$ cat config.mk
export PLATFORM = sky130hd
export DESIGN_NAME = push_gear_ctrl
export DESIGN_NICKNAME = d
export VERILOG_FILES = /design/src/rtl/push_gear_ctrl.sv
export SDC_FILE = /design/constraint.sdc
export NUM_CORES = 1
export LEC_CHECK = 0
export ABC_AREA = 1
export ABC_CLOCK_PERIOD_IN_PS = 2400
export CAP_MARGIN = 25
export CORE_MARGIN = 5
export CORE_UTILIZATION = 47
export DETAILED_ROUTE_END_ITERATION = 7
export GPL_ROUTABILITY_DRIVEN = 0
export PLACE_DENSITY_LB_ADDON = 0.05
export SYNTH_ARGS = -nofsm -noshare
export SYNTH_HDL_FRONTEND = slang
export SYNTH_SLANG_ARGS = --single-unit
$ cat constraint.sdc
create_clock -name i_clk -period 2.4 [get_ports i_clk]
set_clock_uncertainty 0.05 [all_clocks]
set_input_delay 0.48 -clock i_clk [delete_from_list [all_inputs] [get_ports i_clk]]
set_output_delay 0.48 -clock i_clk [all_outputs]
set_load 0.01 [all_outputs]
$ cat src/rtl/push_gear_ctrl.sv
// Push-switch gear selector: press events step PARK->LOW->MID->HIGH->PARK,
// the selected gear sets a target duty that is ramped one LSB per divider period into a PWM.
module push_gear_ctrl #(
  parameter int CNT_LEN  = 8,
  parameter int PWM_W    = 8,
  parameter int RAMP_DIV = 16
) (
  input  logic               i_clk,
  input  logic               i_rstn,
  input  logic [CNT_LEN-1:0] i_push_cnt,
  input  logic               i_estop,
  output logic [1:0]         o_gear,
  output logic               o_step,
  output logic [PWM_W-1:0]   o_duty,
  output logic               o_pwm
);

  // state | meaning
  // PARK  | motor off, target duty 0
  // LOW   | quarter-scale target duty
  // MID   | half-scale target duty
  // HIGH  | full-scale target duty
  localparam logic [1:0] GEAR_PARK = 2'd0;
  localparam logic [1:0] GEAR_LOW  = 2'd1;
  localparam logic [1:0] GEAR_MID  = 2'd2;
  localparam logic [1:0] GEAR_HIGH = 2'd3;

  localparam int DIV_W = (RAMP_DIV > 1) ? $clog2(RAMP_DIV) : 1;
  localparam logic [DIV_W-1:0] DIV_LAST = DIV_W'(RAMP_DIV - 1);

  localparam logic [PWM_W-1:0] DUTY_LOW  = {2'b01, {(PWM_W-2){1'b0}}};
  localparam logic [PWM_W-1:0] DUTY_MID  = {1'b1, {(PWM_W-1){1'b0}}};
  localparam logic [PWM_W-1:0] DUTY_HIGH = {PWM_W{1'b1}};

  logic [CNT_LEN-1:0] cnt_prev_q, cnt_prev_d;
  logic [1:0]         gear_q, gear_d;
  logic               step_q, step_d;
  logic [DIV_W-1:0]   div_q, div_d;
  logic [PWM_W-1:0]   duty_q, duty_d;
  logic [PWM_W-1:0]   pwm_cnt_q, pwm_cnt_d;
  logic               pwm_q, pwm_d;
  logic               push_evt;
  logic               ramp_tick;
  logic [PWM_W-1:0]   duty_tgt;

  always_comb begin
    cnt_prev_d = i_push_cnt;
    // Any difference is one press, so a multi-count jump or a wrap still advances a single gear.
    push_evt   = (i_push_cnt != cnt_prev_q);

    gear_d = gear_q;
    step_d = 1'b0;
    if (i_estop) begin
      gear_d = GEAR_PARK;
    end else if (push_evt) begin
      gear_d = gear_q + 2'd1;
      step_d = 1'b1;
    end

    case (gear_q)
      GEAR_PARK: duty_tgt = '0;
      GEAR_LOW:  duty_tgt = DUTY_LOW;
      GEAR_MID:  duty_tgt = DUTY_MID;
      GEAR_HIGH: duty_tgt = DUTY_HIGH;
      default:   duty_tgt = '0;
    endcase

    ramp_tick = (div_q == DIV_LAST);
    div_d     = ramp_tick ? '0 : div_q + DIV_W'(1);

    duty_d = duty_q;
    if (i_estop) begin
      duty_d = '0;
    end else if (ramp_tick) begin
      if (duty_q < duty_tgt) begin
        duty_d = duty_q + PWM_W'(1);
      end else if (duty_q > duty_tgt) begin
        duty_d = duty_q - PWM_W'(1);
      end
    end

    pwm_cnt_d = pwm_cnt_q + PWM_W'(1);
    pwm_d     = (pwm_cnt_q < duty_q);
  end

  always_ff @(posedge i_clk) begin
    if (!i_rstn) begin
      cnt_prev_q <= '0;
      gear_q     <= GEAR_PARK;
      step_q     <= 1'b0;
      div_q      <= '0;
      duty_q     <= '0;
      pwm_cnt_q  <= '0;
      pwm_q      <= 1'b0;
    end else begin
      cnt_prev_q <= cnt_prev_d;
      gear_q     <= gear_d;
      step_q     <= step_d;
      div_q      <= div_d;
      duty_q     <= duty_d;
      pwm_cnt_q  <= pwm_cnt_d;
      pwm_q      <= pwm_d;
    end
  end

  assign o_gear = gear_q;
  assign o_step = step_q;
  assign o_duty = duty_q;
  assign o_pwm  = pwm_q;

endmodule

==> impl_results.md <==
- Run status: finished, violations left
- Failing checks: setup timing
- Cell area after synthesis: ~1900 sq um
- Routed length per placed instance: 11.6 microns
- Setup repair after global routing missed its margin: yes
- Combinational fraction of design power: 16.9%
- Clock share of power: 40.1%
- Number of setup violations in the final report: 6
- Number of vias in the routed layout: 1649
- Relative contribution of sequential cells to total power: between 40 and 50%
- Post-detailed-route DRC marker count: 0
- Fraction of registers with async set or reset after synthesis: 0%
- Slew at the pin closest to its max-slew limit: 0.461 ns
- TritonCTS sink count: 32
- Clk slew on worst S/H paths: 0.07 ns
- Max-cap violation count: 0
- Syn avg cell area: 8.00 sq um
- Remaining global-route overflow: 0
- Commonest non-fill, non-tap cells in the layout: nand2_1, inv_1, dfxtp_1, buf_4, clkdlybuf4s50_1
- Critical path start-end classification: register to register
- Final nets: 334
- Dpl hpwl: around 3100 microns
- Boundary Pins: 23
- Startpoint of the lowest-slack register-to-register path: o_gear[0]
- Number of iterations in the first detailed-routing pass: 4
- Area growth, synth to finish: 39.8%
- Crit-path max FO: 8
- Clk root buf: clkbuf_8
- Leakage power summed over all cells: 1.25 nW
- Relative slew margins: between 60% and 70%
- Placed instance count: between 300 and 400
- Port bufs: 22
- CTS HTree Levels: 2
- Primary FF master, synth: dfxtp_1
- Non-Filler Instances: 346
- Setup crit start: o_gear[0]
- Upper clock frequency limit: slightly below 0.4 GHz
- Total cell area at the placement stage: 2460 sq um
- Data required time at the worst endpoint: 2.57 ns
- Share of post-route cells with drive strength above 1: 25.0%
- Number of placement rows: 23
- Period Utilization, post-route: 108%
- Min Clock Period, post-route: 2.60 ns
- Antenna viol nets, final: 0
- Chip Width: 73.7 microns
- Place WS: -0.251 ns
- Detail-routed via count per cell: 4.77
- Core box area: 3970 sq um
- Net switching power: 0.331 mW
- Maximum number of pins on one net before global-route repair: 16
- Initial Utilization: 48.0%
- Reg-to-reg slack, setup: -0.20 ns
- Insertion delay of the later-clocked pin in the worst-skew pair: roughly 0.28 ns
- Clock buffer count from CTS: 5
- Via count of the first global-routing pass: between 1500 and 2000
- Antenna fix cells: 0
- Post-synthesis sequential element count: 32
- Number of buffers inserted for hold repair after clock tree synthesis: 0
- Total wire length: 4010 microns
- Internal portion of total power: 0.978 mW
- Worst hold slack: 0.403 ns
- Number of distinct library cell variants in the gate-level netlist after synthesis: 31
- Arr. time, crit path: 2.77 ns
- Number of flops mapped to enable cells by yosys: 0
- Count of cells along the worst register-to-register path: 20
- Number of design-rule violations left by the first detailed-router iteration: 69
- Final Max Tran Viols: 0
- Fin worst setup slack: -0.201 ns
- Vertical die dimension: 73.7 microns
- Crit end category: register
- Peak VDD IR: 0.000482 V
- Global-route wire length before repair: ~7000 microns
- Endpoint of the worst register-to-register path: o_duty[7]
- Clock tree from TritonCTS: yes
- CTS max path bufs: 2
- Synthesized netlist net count: 277
- HP Class: register to register
- Hold Fails Final Rpt: 0
- DIE AREA: around 5400 sq um
- Post-route design area: 2660 sq um
- Pwr/cell area: between 400 and 500 nW/um^2
- Critical Path End: o_duty[7]
- Mapped Cells: ~240
- Number of warning messages in the yosys log: 0
- Share of the yosys chip area belonging to registers: around a third
- Initial antenna violation count: 0
- Leading cell type in the layout, fill and taps excluded: nand2_1
- Overall fraction of global-route tracks in use: 17.4%
- Switching fraction of total power: between 20% and 30%
- Worst setup SP type: register
[per-layer routing]
layer / wire, microns / up-vias / track usage (%)
met5: 0 / - / 0
met4: 67 / 0 / 6.64
met3: 154 / 5 / 3.69
met2: 1920 / 25 / 28.8
met1: 1870 / 735 / 21.9
li1: - / 884 / -
[synthesized netlist by cell type, types with 2 or more instances]
master    n  area [sq um]
nand2_1  42           158
inv_1    36           135
dfxtp_1  32           641
ha_1     27           338
a21oi_1  22           110
nor2_1   17          63.8
nand3_1  12          60.1
o21ai_0   9          45.0
xnor2_1   9          78.8
xor2_1    4          35.0
nand2_2   3          18.8
nor3_1    3          15.0
a21o_1    2          15.0
a21oi_2   2          17.5
o21ai_2   2          17.5
[repair_timing]
item	CTS	global route
pin swaps	9	5
endpoints found under the setup margin	6	8
gates resized for setup	7	4
setup buffers	2	2
[registers in the layout, indices dropped and copies added (netlist names)]
register	count
o_gear	2
o_duty	8
cnt_prev_q	8
div_q	4
o_step	1
o_pwm	1
pwm_cnt_q	8
[final cells by class]
class / instances / area, sq um
Sequential cell: 32 / 648
Clock buffer: 5 / 68.8
Clock inverter: 3 / 45.0
Inverter: 36 / 140
Tap cell: 50 / 62.6
Timing Repair Buffer: 52 / 445
Multi-Input combinational cell: 168 / 1250
Fill cell: 349 / 1310
[power by group through the flow]
stage                     clock (mW)  combinational, mW  sequential [mW]
after global placement             0              0.202            0.574
final                          0.525              0.221            0.563
after floorplan                    0              0.124            0.575
after global routing           0.564              0.251            0.565
after CTS                      0.548              0.216            0.562
after detailed placement           0              0.204            0.574
[worst max-delay path, cell delays in order (launching register included)]
cell and delay, ns:
dfxtp_4 0.39, inv_4 0.05, ha_4 0.14, o21bai_1 0.15
ha_1 0.28, nand2_2 0.08, nor2_2 0.05, nor2_4 0.15
nand2_8 0.12, ha_4 0.26, nand2_1 0.06, nand2_1 0.06
nand2_1 0.09, nand2_1 0.05, a21oi_1 0.12, nand3_1 0.10
nand2_1 0.10, nor2_2 0.04, nand2_1 0.05, nand2_1 0.04
nor2_1 0.08
[cell families after synthesis]
logic type      synth area share (%)
simple gates                    21.0
compound gates                  12.5
buf+inv                         8.08
flops                           33.6
fa+ha+maj                       18.8
xor+xnor                        5.98
[metrics by stage]
step | utilization, % | TNS [ns] | total power [mW]
2_1_floorplan | - | -0.0980 | 0.699
3_3_place_gp | 62.1 | -0.992 | 0.776
3_5_place_dp | 62.1 | -1.07 | 0.779
4_1_cts | 66.1 | -0.714 | 1.33
5_1_grt | 67.0 | -1.71 | 1.38
6_report | 67.0 | -0.800 | 1.31
[how the worst min path moves through the flow]
stage / start / endpoint / slack, ns / cells past startpoint
after global routing: div_q[0] / div_q[0] / 0.44 / 1
after floorplan: div_q[0] / div_q[0] / 0.37 / 1
after CTS: div_q[0] / div_q[0] / 0.40 / 1
after global placement: div_q[0] / div_q[0] / 0.38 / 1
final: div_q[0] / div_q[0] / 0.40 / 1
after detailed placement: div_q[0] / div_q[0] / 0.39 / 1
Power figures use the tool's default switching activity.
